===== src/rtl/mem_copy_if.sv =====
// Handshake bundle between the copy controller (master) and its
// requester/memory environment (slave).
interface mem_copy_if #(
    parameter int ADDR_W = 32,
    parameter int DATA_W = 32,
    parameter int LEN_W  = 16
);
    logic              start_i;
    logic [ADDR_W-1:0] src_addr_i;
    logic [ADDR_W-1:0] dst_addr_i;
    logic [LEN_W-1:0]  len_i;
    logic              read_o;
    logic [ADDR_W-1:0] rd_addr_o;
    logic              rd_valid_i;
    logic [DATA_W-1:0] rd_data_i;
    logic              write_o;
    logic [ADDR_W-1:0] wr_addr_o;
    logic [DATA_W-1:0] wr_data_o;
    logic              wr_ready_i;
    logic              done_o;
    logic              busy_o;

    modport master (
        input  start_i, src_addr_i, dst_addr_i, len_i, rd_valid_i, rd_data_i, wr_ready_i,
        output read_o, rd_addr_o, write_o, wr_addr_o, wr_data_o, done_o, busy_o
    );

    modport slave (
        output start_i, src_addr_i, dst_addr_i, len_i, rd_valid_i, rd_data_i, wr_ready_i,
        input  read_o, rd_addr_o, write_o, wr_addr_o, wr_data_o, done_o, busy_o
    );
endinterface


===== src/rtl/mem_copy_ctrl.sv =====
// Word-at-a-time memory copy engine: read one word, buffer it, write it,
// repeat until the captured length is exhausted, then pulse done.
module mem_copy_ctrl #(
    parameter int ADDR_W = 32,
    parameter int DATA_W = 32,
    parameter int LEN_W  = 16
) (
    input  logic      clk,
    input  logic      rst_n,
    mem_copy_if.master bus
);
    typedef enum logic [2:0] {
        S_IDLE  = 3'd0,
        S_READ  = 3'd1,
        S_WAIT  = 3'd2,
        S_WRITE = 3'd3,
        S_DONE  = 3'd4
    } state_t;

    state_t            state_q, state_d;
    logic [ADDR_W-1:0] src_q, src_d;
    logic [ADDR_W-1:0] dst_q, dst_d;
    logic [LEN_W-1:0]  cnt_q, cnt_d;
    logic [DATA_W-1:0] buf_q, buf_d;
    logic              read_q, write_q, done_q, busy_q;

    always_comb begin
        state_d = state_q;
        src_d   = src_q;
        dst_d   = dst_q;
        cnt_d   = cnt_q;
        buf_d   = buf_q;
        case (state_q)
            S_IDLE: begin
                if (bus.start_i) begin
                    src_d   = bus.src_addr_i;
                    dst_d   = bus.dst_addr_i;
                    cnt_d   = bus.len_i;
                    state_d = (bus.len_i == '0) ? S_DONE : S_READ;
                end
            end
            S_READ: state_d = S_WAIT;
            S_WAIT: begin
                if (bus.rd_valid_i) begin
                    buf_d   = bus.rd_data_i;
                    state_d = S_WRITE;
                end
            end
            S_WRITE: begin
                if (bus.wr_ready_i) begin
                    // Pointers wrap silently at 2^ADDR_W.
                    src_d   = src_q + ADDR_W'(1);
                    dst_d   = dst_q + ADDR_W'(1);
                    cnt_d   = cnt_q - LEN_W'(1);
                    state_d = (cnt_q == LEN_W'(1)) ? S_DONE : S_READ;
                end
            end
            S_DONE:  state_d = S_IDLE;
            default: state_d = S_IDLE;
        endcase
    end

    // Strobes are decoded from the next state so they leave flops cleanly.
    always_ff @(posedge clk or negedge rst_n) begin
        if (!rst_n) begin
            state_q <= S_IDLE;
            src_q   <= '0;
            dst_q   <= '0;
            cnt_q   <= '0;
            buf_q   <= '0;
            read_q  <= 1'b0;
            write_q <= 1'b0;
            done_q  <= 1'b0;
            busy_q  <= 1'b0;
        end else begin
            state_q <= state_d;
            src_q   <= src_d;
            dst_q   <= dst_d;
            cnt_q   <= cnt_d;
            buf_q   <= buf_d;
            read_q  <= (state_d == S_READ);
            write_q <= (state_d == S_WRITE);
            done_q  <= (state_d == S_DONE);
            busy_q  <= (state_d != S_IDLE);
        end
    end

    assign bus.read_o    = read_q;
    assign bus.rd_addr_o = src_q;
    assign bus.write_o   = write_q;
    assign bus.wr_addr_o = dst_q;
    assign bus.wr_data_o = buf_q;
    assign bus.done_o    = done_q;
    assign bus.busy_o    = busy_q;
endmodule


===== src/flat_wrapper.sv =====
// flat-port wrapper written by rule: the top's interface ports become plain ports
module mem_copy_ctrl_flat 
#(
    parameter int ADDR_W = 32,
    parameter int DATA_W = 32,
    parameter int LEN_W  = 16
)
  (clk, rst_n, bus_start_i, bus_src_addr_i, bus_dst_addr_i, bus_len_i, bus_rd_valid_i, bus_rd_data_i, bus_wr_ready_i, bus_read_o, bus_rd_addr_o, bus_write_o, bus_wr_addr_o, bus_wr_data_o, bus_done_o, bus_busy_o);
  mem_copy_if #(.ADDR_W(ADDR_W), .DATA_W(DATA_W), .LEN_W(LEN_W)) bus_i ();
  input  logic clk;
  input  logic rst_n;
  input wire logic [$bits(bus_i.start_i)-1:0] bus_start_i;
  input wire logic [$bits(bus_i.src_addr_i)-1:0] bus_src_addr_i;
  input wire logic [$bits(bus_i.dst_addr_i)-1:0] bus_dst_addr_i;
  input wire logic [$bits(bus_i.len_i)-1:0] bus_len_i;
  input wire logic [$bits(bus_i.rd_valid_i)-1:0] bus_rd_valid_i;
  input wire logic [$bits(bus_i.rd_data_i)-1:0] bus_rd_data_i;
  input wire logic [$bits(bus_i.wr_ready_i)-1:0] bus_wr_ready_i;
  output wire logic [$bits(bus_i.read_o)-1:0] bus_read_o;
  output wire logic [$bits(bus_i.rd_addr_o)-1:0] bus_rd_addr_o;
  output wire logic [$bits(bus_i.write_o)-1:0] bus_write_o;
  output wire logic [$bits(bus_i.wr_addr_o)-1:0] bus_wr_addr_o;
  output wire logic [$bits(bus_i.wr_data_o)-1:0] bus_wr_data_o;
  output wire logic [$bits(bus_i.done_o)-1:0] bus_done_o;
  output wire logic [$bits(bus_i.busy_o)-1:0] bus_busy_o;
  assign bus_i.start_i = bus_start_i;
  assign bus_i.src_addr_i = bus_src_addr_i;
  assign bus_i.dst_addr_i = bus_dst_addr_i;
  assign bus_i.len_i = bus_len_i;
  assign bus_i.rd_valid_i = bus_rd_valid_i;
  assign bus_i.rd_data_i = bus_rd_data_i;
  assign bus_i.wr_ready_i = bus_wr_ready_i;
  assign bus_read_o = bus_i.read_o;
  assign bus_rd_addr_o = bus_i.rd_addr_o;
  assign bus_write_o = bus_i.write_o;
  assign bus_wr_addr_o = bus_i.wr_addr_o;
  assign bus_wr_data_o = bus_i.wr_data_o;
  assign bus_done_o = bus_i.done_o;
  assign bus_busy_o = bus_i.busy_o;
  mem_copy_ctrl #(.ADDR_W(ADDR_W), .DATA_W(DATA_W), .LEN_W(LEN_W)) u_core (.clk(clk), .rst_n(rst_n), .bus(bus_i));
endmodule

===== config.mk =====
export PLATFORM = sky130hd
export DESIGN_NAME = mem_copy_ctrl_flat
export DESIGN_NICKNAME = d
export VERILOG_FILES = /design/src/rtl/mem_copy_if.sv /design/src/rtl/mem_copy_ctrl.sv /design/src/flat_wrapper.sv
export SDC_FILE = /design/constraint.sdc
export NUM_CORES = 1
export LEC_CHECK = 0
export ABC_AREA = 1
export BUFFER_PORTS_ARGS = -buffer_cell sky130_fd_sc_hd__buf_2
export CORE_MARGIN = 10
export CORE_UTILIZATION = 43
export CTS_BUF_LIST = sky130_fd_sc_hd__clkbuf_4 sky130_fd_sc_hd__clkbuf_8
export DETAILED_ROUTE_END_ITERATION = 10
export MAX_ROUTING_LAYER = met4
export PLACE_DENSITY_LB_ADDON = 0.3
export REMOVE_ABC_BUFFERS = 1
export SETUP_SLACK_MARGIN = 0.2
export SYNTH_ARGS = -nofsm -noshare
export SYNTH_HDL_FRONTEND = slang
export SYNTH_SLANG_ARGS = --single-unit

===== constraint.sdc =====
create_clock -name clk -period 2.3 [get_ports clk]
set_input_delay 0.46 -clock clk [delete_from_list [all_inputs] [get_ports clk]]
set_output_delay 0.46 -clock clk [all_outputs]
set_load 0.05 [all_outputs]

==> reports/metrics.yaml, run 1 <==
run_status:
  status: "finished, final reports clean"
cells_and_area:
  post_layout_nonfiller_instances: 1606
  nets: 1483
  final_common_cell: "nand2_1"
  layout-drive-gt1-share_pct: 23.27
  final_cell_mix: "399 x nand2_1, 215 x buf_2, 151 x nor2_1"
  n_fill_cell: 1732
  area_growth_pct: 23.33
worst_setup_path:
  arrival_ns: 2.28
  crit_path_end_kind: "register"
  critPathMaxFanout: 6
  required_ns: 2.67
  crit_type: "register to register"
  r2r_slack_ns: 0.39
  startpoint_type: "register"
routing:
  drtPass1Iterations: 5
  drt_iter0_drc: 523
  dr_total_vias: 7990
  drc_errors: 0
  wire_per_inst_microns: 15.15
  ant_nets: 0
  vias_per_cell: 4.975
  wirelength_microns: 24330
sta:
  clock-skew-final_ns: 0.01481
  fin_crit_ns: 1.909
  rsz0062_at_grt: "false"
  final-setup-viol-count: 0
  finalMaxSlewViolations: 0
  finalHoldViolCount: 0
  relSlewSlack_pct: 55.58
  worst_slew_pin_slew_ns: 0.6663
  max_freq_mhz: 523.7
  fin_crit_sh_pct: 83.01
hold_path:
  hp-class: "input port to register"
die:
  io_pins: 217
  num_rows: 48
  start_util_pct: 43.97
  dieArea_sq_mm: 0.02347
  coreArea_sq_mm: 0.01736
  die-width_microns: 153.2
  die_height_microns: 153.2
clocking:
  clkLatencyLatePin_ns: 0.47
  cts_max_path_buffers: 2
  path_clk_slew_ns: 0.10
  cts.sinks: 119
  cts_tree: "built"
  cts_buffers: 17
  cts_setup_buffers: 0
  cts_root_buffer: "clkbuf_8"
  cts.htree.levels: 4
logic_synthesis:
  yosysSeqAreaShare_pct: 39.02
  synth-seq-cells: 119
  avgSynthCellArea_sq_um: 6.630
  synth.area.top_cells: "dfrtp_1 39%, nand2_1 20%, nor2_1 7.5%, nand3_1 6.6%, inv_1 6.1%"
  synthCells: 1151
  yosysWarnings: 0
  synth_area_sq_mm: 0.007631
  yosys.area.top_type: "dfrtp_1"
  ys_types: 31
  yosysTopAreaCellShare_pct: 39.02
global_route:
  grt_max_degree: 60
  grt_pass1_wl_microns: 40250
  first_global_vias: 7956
  grt_overflow: 0
  grt_usage_pct: 21.15
  antenna_found_initial: 6
power_and_ir_drop:
  pwr-share-comb_pct: 59.1
  seq_power_share_pct: 28.0
  ir_drop_uv: 1157
  pwr_density_cell_mw_per_mm2: 1634
  pwr-share-clk_pct: 12.9
  finalPower_mw: 15.38
  p_sw_mw: 8.937
  power.share.switching_pct: 58.11
  leakagePower_nw: 4.820
  p_int_mw: 6.443
place:
  dpl.hpwl_microns: 18660
  routabilityCongestion: 0.9343
  dp_cells: 1567
  portBuffers: 216
flow_run:
  max_cap_violations: 0
-- state kept, by name, indices dropped and copies added, names as in the netlist --
register,flops
u_core.bus.rd_addr_o,32
u_core.state_q,3
u_core.bus.write_o,1
u_core.bus.wr_data_o,32
u_core.bus.wr_addr_o,32
u_core.bus.busy_o,1
u_core.bus.read_o,1
u_core.bus.done_o,1
u_core.cnt_q,16
-- what timing repair did --
item | CTS | global route
gates resized for setup | 0 | 1
setup endpoints to repair | 0 | 1
hold endpoints to repair | 6 | 0
hold buffers | 1 | 0
-- area by class of cell --
| cell class | count | area, sq um | area share, % |
|---|---|---|---|
| timing repair buffer | 230 | 1254 | 13.32 |
| multi-input combinational | 867 | 3994 | 42.44 |
| clock inverter | 15 | 176.4 | 1.874 |
| clock buffer | 17 | 234.0 | 2.486 |
| antenna | 6 | 15.01 | 0.1595 |
| tap | 225 | 281.5 | 2.991 |
| inverter | 127 | 479.2 | 5.092 |
| sequential | 119 | 2978 | 31.64 |
-- logic make-up (layout without fill, tap and decap cells) --
group | Yosys count | after routing | synth area share, %
other | 0 | 6 | 0
xor gates and xnor gates | 7 | 7 | 0.8034
adders and majority gates | 4 | 4 | 0.6559
DFF | 119 | 119 | 39.02
buffers and inverters | 165 | 389 | 8.673
AOI/OAI and AO/OA | 137 | 137 | 9.346
and+or+nand+nor | 687 | 687 | 36.78
muxes | 32 | 32 | 4.722
-- through the flow --
stage / utilization [%] / worst slack, ns / setup TNS (ns) / instance area, sq um / hold slack (ns)
2_1_floorplan: - / -0.4052 / -16.33 / 7446 / 0.1644
3_3_place_gp: 51.70 / 0.4156 / 0 / 8974 / 0.2991
3_5_place_dp: 51.70 / 0.3802 / 0 / 8974 / 0.3040
4_1_cts: 54.12 / 0.3691 / 0 / 9394 / 0.1927
5_1_grt: 54.22 / 0.2152 / 0 / 9412 / 0.1901
6_report: 54.22 / 0.3907 / 0 / 9412 / 0.2137
-- worst max-delay path: stages (launching register included) --
cell,delay (ns)
dfrtp_1,0.43
ha_1,0.18
nand2_1,0.10
nor2_2,0.26
nand2_1,0.24
nor2_1,0.28
nand2_1,0.09
nand2_1,0.06
nand3_1,0.07
nand2_1,0.06
nand2_1,0.04
-- metal layers --
metal,part of all wire [%],global-route usage [%]
met1,44,25.90
met3,7.7,6.117
met4,1.8,7.175
met2,46,32.76
met5,0,-
-- path summary, 6_finish.rpt --
| path | from | endpoint | depth (start not counted) |
|---|---|---|---|
| worst max-delay path | u_core.bus.rd_addr_o[0]$_DFFE_PN0P_ | u_core.bus.rd_addr_o[26]$_DFFE_PN0P_ | 10 |
| worst min-delay path | bus_rd_data_i[30] | u_core.bus.wr_data_o[30]$_DFFE_PN0P_ | 2 |
| worst max register to register | u_core.bus.rd_addr_o[0]$_DFFE_PN0P_ | u_core.bus.rd_addr_o[26]$_DFFE_PN0P_ | 10 |
| worst min register to register | u_core.bus.wr_data_o[5]$_DFFE_PN0P_ | u_core.bus.wr_data_o[5]$_DFFE_PN0P_ | 1 |
| max in group asynchronous | rst_n | u_core.bus.wr_addr_o[9]$_DFFE_PN0P_ | 3 |
| min in group asynchronous | rst_n | u_core.bus.wr_addr_o[28]$_DFFE_PN0P_ | 2 |
-- power by group through the flow --
| stage | logic, mW | clock network [mW] | registers, mW |
|---|---|---|---|
| detailed placement | 9.14 | 0 | 4.33 |
| CTS | 9.17 | 2.01 | 4.31 |
| global route | 9.99 | 2.10 | 4.48 |
| global placement | 9.00 | 0 | 4.31 |
| floorplan | 3.71 | 0 | 7.06 |
| finish | 9.09 | 1.98 | 4.31 |
-- synth_stat cells --
library cell  number
nand2_1          399
nor2_1           152
inv_1            124
dfrtp_1          119
nand3_1          100
o21ai_0           74
mux2_2            32
a21oi_1           28
buf_2             25
o21ai_1           22
or2_2             13
clkbuf_1           9
nand4_1            7
nor2_2             6
a31oi_1            4
ha_1               4
nor3_1             4
o211ai_1           4
xnor2_1            4
buf_4              3
inv_2              3
nand3b_1           3
xor2_1             3
nor2_4             2
a21o_1             1
a22oi_1            1
buf_1              1
nand3_2            1
o21ai_2            1
o21bai_1           1
o22ai_1            1
No activity file was read; power rests on OpenSTA's default activity.
==> inputs of run 2 (changes only) <==
--- a/config.mk
+++ b/config.mk
@@ -5,7 +5,7 @@
 export SDC_FILE = /design/constraint.sdc
 export NUM_CORES = 1
 export LEC_CHECK = 0
-export ABC_AREA = 1
+export ABC_AREA = 0
 export BUFFER_PORTS_ARGS = -buffer_cell sky130_fd_sc_hd__buf_2
 export CORE_MARGIN = 10
 export CORE_UTILIZATION = 43
==> constraint.sdc (replaced) <==
create_clock -name clk -period 1.83 [get_ports clk]
set_input_delay 0.366 -clock clk [delete_from_list [all_inputs] [get_ports clk]]
set_output_delay 0.366 -clock clk [all_outputs]
set_load 0.05 [all_outputs]
==> run 2 against run 1 <==
The flow now finishes with violations (setup timing). Sequential share of layout area decreased by 4.7 points. Largest power group unchanged. Final cell count decreased by 19%. Register-to-register slack got worse by 0.46 ns. Critical endpoint is now u_core.bus.rd_addr_o[27]$_DFFE_PN0P_. Worst hold slack got worse by 0.10 ns. Clock power increased by 33%. Largest cell class unchanged. Via count decreased by 1.4%. Highest routed layer unchanged. Non-clock buffer count increased by 171. Global-route usage increased by 2.3 points.
==> reports/metrics.yaml, run 2 <==
run_status:
  status: "finished, violations left"  # was finished, final reports clean
  violations: "setup timing"
cells_and_area:
  layout-drive-gt1-share_pct: 52.08  # was 23.27%
  fin_util_pct: 72.99  # was 54.22%
  final_common_cell: "buf_2"  # was nand2_1
  final_cell_mix: "177 x buf_2, 110 x buf_4, 108 x dfrtp_1"  # was 399 x nand2_1, 215 x buf_2, 151 x nor2_1
  multi_input_area_sq_mm: 0.004039  # was 0.003994 sq mm
  n_fill_cell: 1050  # was 1732
  area_growth_pct: 66.60  # was 23.33%
  seq_area_sq_mm: 0.002992  # was 0.002978 sq mm
  nets: 1212  # was 1483
global_route:
  first_global_vias: 7163  # was 7956
  grt_usage_pct: 23.46  # was 21.15%
  grt_overflow: 0  # unchanged
  antenna_found_initial: 2  # was 6
  grt_pass1_wl_microns: 37760  # was 40250 microns
  grt_max_degree: 40  # was 60
power_and_ir_drop:
  ir_drop_uv: 1112  # was 1157 uV
  leakagePower_nw: 4.938  # was 4.820 nW
  pwr_density_cell_mw_per_mm2: 2203  # was 1634 mW/mm^2
worst_setup_path:
  critPathMaxFanout: 7  # was 6
  arrival_ns: 2.24  # was 2.28 ns
  path_cells: "buf_6 -> nor4b_4 -> buf_6 -> nor2_4 -> buf_6 -> or3_1 -> o21ai_1 -> nor3b_1"  # was ha_1 -> nand2_1 -> nor2_2 -> nand2_1 -> nor2_1 -> nand2_1 -> nand2_1 -> nand3_1 -> nand2_1 -> nand2_1
  critPathBufInv: 3  # was 0
  crit_path_end_kind: "register"  # unchanged
  critPathTopFamily: "simple AND/OR/NAND/NOR gates"  # unchanged
  cpMostUsedCell: "buf_6"  # was nand2_1
  required_ns: 2.17  # was 2.67 ns
  startpoint_type: "register"  # unchanged
  max_stage_delay_ns: 0.43  # about the same
  crit_type: "register to register"  # unchanged
  slowest_stage: "dfrtp_1"  # unchanged
clocking:
  path_clk_slew_ns: 0.08  # was 0.10 ns
  cts_max_path_buffers: 2  # unchanged
  cts_root_buffer: "clkbuf_8"  # unchanged
  clkLatencyLatePin_ns: 0.46  # was 0.47 ns
  cts_buffers: 17  # unchanged
  cts_tree: "built"  # unchanged
  cts.htree.levels: 4  # unchanged
  cts.sinks: 119  # unchanged
die:
  die_height_microns: 144.5  # was 153.2 microns
  coreArea_sq_mm: 0.01520  # was 0.01736 sq mm
  start_util_pct: 43.81  # was 43.97%
  die-width_microns: 144.5  # was 153.2 microns
  io_pins: 217  # unchanged
  num_rows: 45  # was 48
  dieArea_sq_mm: 0.02087  # was 0.02347 sq mm
logic_synthesis:
  synth_ff_type: "dfrtp_1"  # unchanged
  yosys.area.top_type: "dfrtp_1"  # unchanged
  ys_types: 65  # was 31
  synthArstFlopShare_pct: 100.0  # unchanged
  synthCells: 721  # was 1151
  synth-seq-cells: 119  # unchanged
  synthMuxAreaShare_pct: 6.763  # was 4.722%
  synth_common_cells: "119 x dfrtp_1, 84 x nand2_1, 67 x a21oi_1"  # was 399 x nand2_1, 152 x nor2_1, 124 x inv_1
  synth_top_family_by_area: "simple AND/OR/NAND/NOR gates"  # unchanged
  avgSynthCellArea_sq_um: 9.237  # was 6.630 sq um
  synth-adder-area-share_pct: 0.7515  # was 0.6558%
  synth_most_common_cell: "dfrtp_1"  # was nand2_1
  synth.area.top_cells: "dfrtp_1 45%, a21oi_1 5.0%, mux2_1 4.7%, nand2_1 4.7%, nor2_1 3.1%"  # was dfrtp_1 39%, nand2_1 20%, nor2_1 7.5%, nand3_1 6.6%, inv_1 6.1%
  synth_xor_xnor_area_share_pct: 0  # was 0.8034%
  synth_area_sq_mm: 0.006660  # was 0.007631 sq mm
  yosysTopAreaCellShare_pct: 44.71  # was 39.02%
  synth-compound-area-share_pct: 20.21  # was 9.346%
  yosysSeqAreaShare_pct: 44.71  # was 39.02%
  synth-simple-area-share_pct: 23.63  # was 36.78%
  yosysWarnings: 0  # unchanged
  synth-edff-count: 0  # unchanged
place:
  routabilityCongestion: 0.8971  # was 0.9343
  portBuffers: 216  # unchanged
  place_ws_ns: -0.03495  # was 0.3802 ns
  dpl.hpwl_microns: 17240  # was 18660 microns
sta:
  finalMaxSlewViolations: 0  # unchanged
  fin_crit_sh_pct: 104.0  # was 83.01%
  final-setup-viol-count: 17  # was 0
  setup_slack_ns: -0.07305  # was 0.3907 ns
  relSlewSlack_pct: 68.63  # was 55.58%
  fin_crit_ns: 1.903  # was 1.909 ns
  clock-skew-final_ns: 0.01202  # was 0.01481 ns
  worst_slew_pin_slew_ns: 0.4669  # was 0.6663 ns
  max_freq_mhz: 525.5  # was 523.7 MHz
  finalHoldViolCount: 0  # unchanged
  rsz0062_at_grt: "true"  # was false
routing:
  drtPass1Iterations: 6  # was 5
  drc_errors: 0  # unchanged
  dr_total_vias: 7881  # was 7990
  vias_per_cell: 6.090  # was 4.975
  ant_nets: 0  # unchanged
  drt_iter0_drc: 731  # was 523
  wire_per_inst_microns: 21.98  # was 15.15 microns
  wirelength_microns: 28450  # was 24330 microns
flow_run:
  max_cap_violations: 0  # unchanged
hold_path:
  hp-class: "input port to register"  # unchanged
## run 2: cell count changes in the layout (fill, tap and decap cells not counted), sizes merged, moves of 12 or more
cell | previous run | this run
a21oi | 28 | 67
and3 | 0 | 15
or2 | 13 | 1
nand4 | 7 | 30
nor4 | 0 | 15
inv | 137 | 10
nand2 | 399 | 84
clkbuf | 17 | 55
nor3 | 4 | 18
buf | 229 | 364
nand3 | 101 | 37
o22ai | 1 | 20
nor2 | 160 | 56
o21ai | 97 | 40
## run 2: metal layers
layer / vias to the layer above / wire [microns] / track usage (%)
met4: 0 / 898 / 7.500
met3: 83 / 2417 / 6.297
met5: - / 0 / -
met1: 3880 / 10540 / 28.33
met2: 428 / 14590 / 37.52
li1: 3490 / - / -
## run 2: repair_timing
action	in CTS	in global routing
gates cloned	4	18
gates resized for setup	63	215
pin swaps	37	76
hold buffers	1	0
buffers inserted	33	39
hold endpoints to repair	19	0
endpoints found under the setup margin	117	150
## run 2: layout make-up
| type | instances | area share [%] |
|---|---|---|
| diodes | 2 | 0.04511 |
| clock buffers | 19 | 2.357 |
| clock inverters | 13 | 1.545 |
| inverters | 8 | 0.2706 |
| multi-input cells | 544 | 36.40 |
| flip-flops and latches | 119 | 26.96 |
| well taps | 188 | 2.120 |
| repair buffers | 401 | 30.30 |
## run 2: worst reg2reg max path, stage by stage, from the launching register on
cell     delay (ns)
dfrtp_1        0.43
buf_6          0.16
nor4b_4        0.33
buf_6          0.19
nor2_4         0.09
buf_6          0.14
or3_1          0.30
o21ai_1        0.08
nor3b_1        0.06
## run 2: where the power goes
group          leakage, nW  internal, mW  total [mW]  switching [mW]
Clock                0.213          1.43        2.64            1.21
Combinational         3.36          6.66        16.6            9.92
Sequential            1.37          3.95        5.22            1.27
Total                 4.94          12.0        24.4            12.4
## run 2: cells by family (layout without fill, tap and decap cells)
logic type                 Yosys count  after routing
AOI/OAI and AO/OA                  207            207
muxes                               41             41
other                                0              2
and+or+nand+nor                    290            292
adders and majority gates            4              4
DFF                                119            119
buffers and inverters               60            441
## run 2: final timing paths
kind                                                 startpoint  cells past startpoint                              endpoint  slack [ns]
max                                 u_core.state_q[1]$_DFF_PN0_                      8  u_core.bus.rd_addr_o[27]$_DFFE_PN0P_       -0.07
min                                           bus_rd_data_i[12]                      2  u_core.bus.wr_data_o[12]$_DFFE_PN0P_        0.11
max reg2reg                         u_core.state_q[1]$_DFF_PN0_                      8  u_core.bus.rd_addr_o[27]$_DFFE_PN0P_       -0.07
min reg2reg                u_core.bus.wr_data_o[22]$_DFFE_PN0P_                      1  u_core.bus.wr_data_o[22]$_DFFE_PN0P_        0.48
max in group asynchronous                                 rst_n                      3  u_core.bus.wr_addr_o[21]$_DFFE_PN0P_        0.89
min in group asynchronous                                 rst_n                      2           u_core.cnt_q[4]$_DFFE_PN0P_        0.36
## run 2: through the flow
step / instance area (sq um) / total power [mW] / TNS [ns] / hold WS (ns) / cells
after floorplan: 6429 / 12.76 / -148.68 / 0.07041 / 669
after global placement: 8596 / 17.11 / -0.02859 / 0.3013 / 1165
after detailed placement: 8596 / 17.26 / -0.04987 / 0.3031 / 1165
after CTS: 9617 / 20.92 / 0 / 0.1022 / 1235
after global routing: 11100 / 25.56 / -1.727 / 0.1058 / 1294
final: 11100 / 24.44 / -0.4895 / 0.1109 / 1294
==> inputs of run 3 (changes only) <==
--- a/config.mk
+++ b/config.mk
@@ -13,6 +13,7 @@
 export DETAILED_ROUTE_END_ITERATION = 10
 export MAX_ROUTING_LAYER = met4
 export PLACE_DENSITY_LB_ADDON = 0.3
+export RECOVER_POWER = 25
 export REMOVE_ABC_BUFFERS = 1
 export SETUP_SLACK_MARGIN = 0.2
 export SYNTH_ARGS = -nofsm -noshare
==> run 3 against run 2 <==
The flow still finishes with violations (setup timing). Power hardly changed. Final cell count about the same. Maximum frequency rose by 0.50%. Non-clock buffer count stayed put. Critical path depth unchanged. Global-route usage stayed put. Critical endpoint unchanged. Register-to-register slack hardly changed. Worst hold slack worse by 0.00051 ns. Largest cell class unchanged. Clock skew increased by 0.00054 ns.
==> reports/metrics.yaml, run 3 (synthesis results as in run 2) <==
run_status:
  status: "finished, violations left"  # unchanged
  violations: "setup timing"  # unchanged
sta:
  worst_slew_pin_slew_ns: 0.6287  # was 0.4669 ns
  fin_setup_tns_ns: -0.3502  # was -0.4895 ns
  clock-skew-final_ns: 0.01256  # was 0.01202 ns
  fin_crit_sh_pct: 103.5  # was 104.0%
  finalHoldViolCount: 0  # unchanged
  final-setup-viol-count: 13  # was 17
  finalMaxSlewViolations: 0  # unchanged
  rsz0062_at_grt: "true"  # unchanged
  max_freq_mhz: 528.1  # was 525.5 MHz
  setup_slack_ns: -0.06353  # was -0.07305 ns
  relSlewSlack_pct: 58.08  # was 68.63%
  fin_crit_ns: 1.894  # was 1.903 ns
die:
  io_pins: 217  # unchanged
  coreArea_sq_mm: 0.01520  # unchanged
  die-width_microns: 144.5  # unchanged
  start_util_pct: 43.81  # unchanged
  die_height_microns: 144.5  # unchanged
  dieArea_sq_mm: 0.02087  # unchanged
  num_rows: 45  # unchanged
worst_setup_path:
  cpMostUsedCell: "buf_6"  # unchanged
  crit_path_end_kind: "register"  # unchanged
  startpoint_type: "register"  # unchanged
  max_stage_delay_ns: 0.43  # about the same
  critPathMaxFanout: 7  # unchanged
  slowest_stage: "dfrtp_1"  # unchanged
  path_cells: "buf_6 -> nor4b_4 -> buf_6 -> nor2_4 -> buf_6 -> or3_1 -> o21ai_1 -> nor3b_1"  # unchanged
  required_ns: 2.17  # about the same
  r2r_slack_ns: -0.06  # was -0.07 ns
  crit_type: "register to register"  # unchanged
  arrival_ns: 2.23  # was 2.24 ns
cells_and_area:
  nets: 1212  # unchanged
  area_growth_pct: 66.17  # was 66.60%
  fin_util_pct: 72.80  # was 72.99%
  n_fill_cell: 1054  # was 1050
  final_cell_mix: "177 x buf_2, 108 x buf_4, 108 x dfrtp_1"  # was 177 x buf_2, 110 x buf_4, 108 x dfrtp_1
  layout-drive-gt1-share_pct: 51.99  # was 52.08%
  final_common_cell: "buf_2"  # unchanged
  post_layout_nonfiller_instances: 1295  # was 1294
  final_cell_area_sq_mm: 0.01107  # was 0.01110 sq mm
flow_run:
  max_cap_violations: 0  # unchanged
global_route:
  grt_usage_pct: 23.46  # unchanged
  busiest_layer: "met2"  # unchanged
  grt_overflow: 0  # unchanged
  grt_max_degree: 40  # unchanged
  first_global_vias: 7163  # unchanged
  grt_util_met2_pct: 37.52  # unchanged
  use_met3_pct: 6.297  # unchanged
  use_met1_pct: 28.33  # unchanged
  antenna_found_initial: 2  # unchanged
  grt_pass1_wl_microns: 37760  # unchanged
place:
  dpl.hpwl_microns: 17240  # unchanged
  routabilityCongestion: 0.8971  # unchanged
  portBuffers: 216  # unchanged
  dp_cells: 1165  # unchanged
  place_area_sq_mm: 0.008596  # unchanged
power_and_ir_drop:
  leakagePower_nw: 4.924  # was 4.938 nW
  ir_drop_uv: 1111  # was 1112 uV
  pwr_density_cell_mw_per_mm2: 2208  # was 2203 mW/mm^2
routing:
  vias_per_cell: 6.039  # was 6.090
  drc_errors: 0  # unchanged
  ant_nets: 0  # unchanged
  wirelength_microns: 28460  # was 28450 microns
  drtPass1Iterations: 5  # was 6
  dr_total_vias: 7821  # was 7881
  wire_per_inst_microns: 21.97  # was 21.98 microns
  drt_iter0_drc: 690  # was 731
clocking:
  cts_max_path_buffers: 2  # unchanged
  cts_buffers: 17  # unchanged
  clkLatencyLatePin_ns: 0.46  # about the same
  cts_tree: "built"  # unchanged
  path_clk_slew_ns: 0.08  # about the same
  cts_root_buffer: "clkbuf_8"  # unchanged
  cts.htree.levels: 4  # unchanged
  cts.sinks: 119  # unchanged
hold_path:
  hp-class: "input port to register"  # unchanged
run 3: critical path, delay by kind of cell, from the launching register on:
| family | cells | cell delay (ns) |
|---|---|---|
| AOI/OAI and AO/OA | 1 | 0.08 |
| buffers and inverters | 3 | 0.49 |
| DFF | 1 | 0.43 |
| and+or+nand+nor | 4 | 0.77 |
run 3: final timing paths:
kind / start / to / depth (start not counted)
max in group asynchronous: rst_n / u_core.bus.wr_addr_o[21]$_DFFE_PN0P_ / 3
min in group asynchronous: rst_n / u_core.cnt_q[5]$_DFFE_PN0P_ / 2
worst max register to register: u_core.state_q[1]$_DFF_PN0_ / u_core.bus.rd_addr_o[27]$_DFFE_PN0P_ / 8
worst max-delay path: u_core.state_q[1]$_DFF_PN0_ / u_core.bus.rd_addr_o[27]$_DFFE_PN0P_ / 8
worst min register to register: u_core.bus.wr_data_o[20]$_DFFE_PN0P_ / u_core.bus.wr_data_o[20]$_DFFE_PN0P_ / 1
worst min-delay path: bus_rd_data_i[12] / u_core.bus.wr_data_o[12]$_DFFE_PN0P_ / 2
run 3: repair_timing:
item | 4_1_cts | 5_1_grt
endpoints found under the hold margin | 19 | 0
setup buffers | 33 | 39
hold buffers | 1 | 0
cloned | 4 | 18
setup endpoints to repair | 117 | 150
resized for setup | 63 | 215
pin swaps | 37 | 76
run 3: final cells by class:
type | count | area (sq um) | area share (%)
clock buffers | 19 | 261.5 | 2.363
inverters | 8 | 30.03 | 0.2713
diodes | 3 | 7.507 | 0.06783
clock inverters | 13 | 171.4 | 1.549
flip-flops and latches | 119 | 2992 | 27.03
repair buffers | 401 | 3331 | 30.10
multi-input cells | 544 | 4039 | 36.50
well taps | 188 | 235.2 | 2.125
run 3: through the flow:
| step | hold slack [ns] | total power [mW] | setup slack, ns |
|---|---|---|---|
| 2_1_floorplan | 0.07041 | 12.76 | -1.904 |
| 3_3_place_gp | 0.3013 | 17.11 | -0.02859 |
| 3_5_place_dp | 0.3031 | 17.26 | -0.03495 |
| 4_1_cts | 0.1022 | 20.92 | 0.05306 |
| 5_1_grt | 0.1058 | 25.55 | -0.1453 |
| 6_report | 0.1104 | 24.44 | -0.06353 |
run 3: metal layers:
layer  share of wire [%]  up-vias
met5                   0        -
met4                 3.1        0
met3                 7.3       78
met2                  51      400
met1                  38     3856
li1                    -     3487
run 3: where the power goes:
group / switching (mW) / total [mW] / leakage (nW) / internal [mW]
Sequential: 1.26 / 5.21 / 1.37 / 3.95
Combinational: 9.93 / 16.6 / 3.34 / 6.66
Clock: 1.21 / 2.64 / 0.213 / 1.43
Total: 12.4 / 24.4 / 4.92 / 12.0
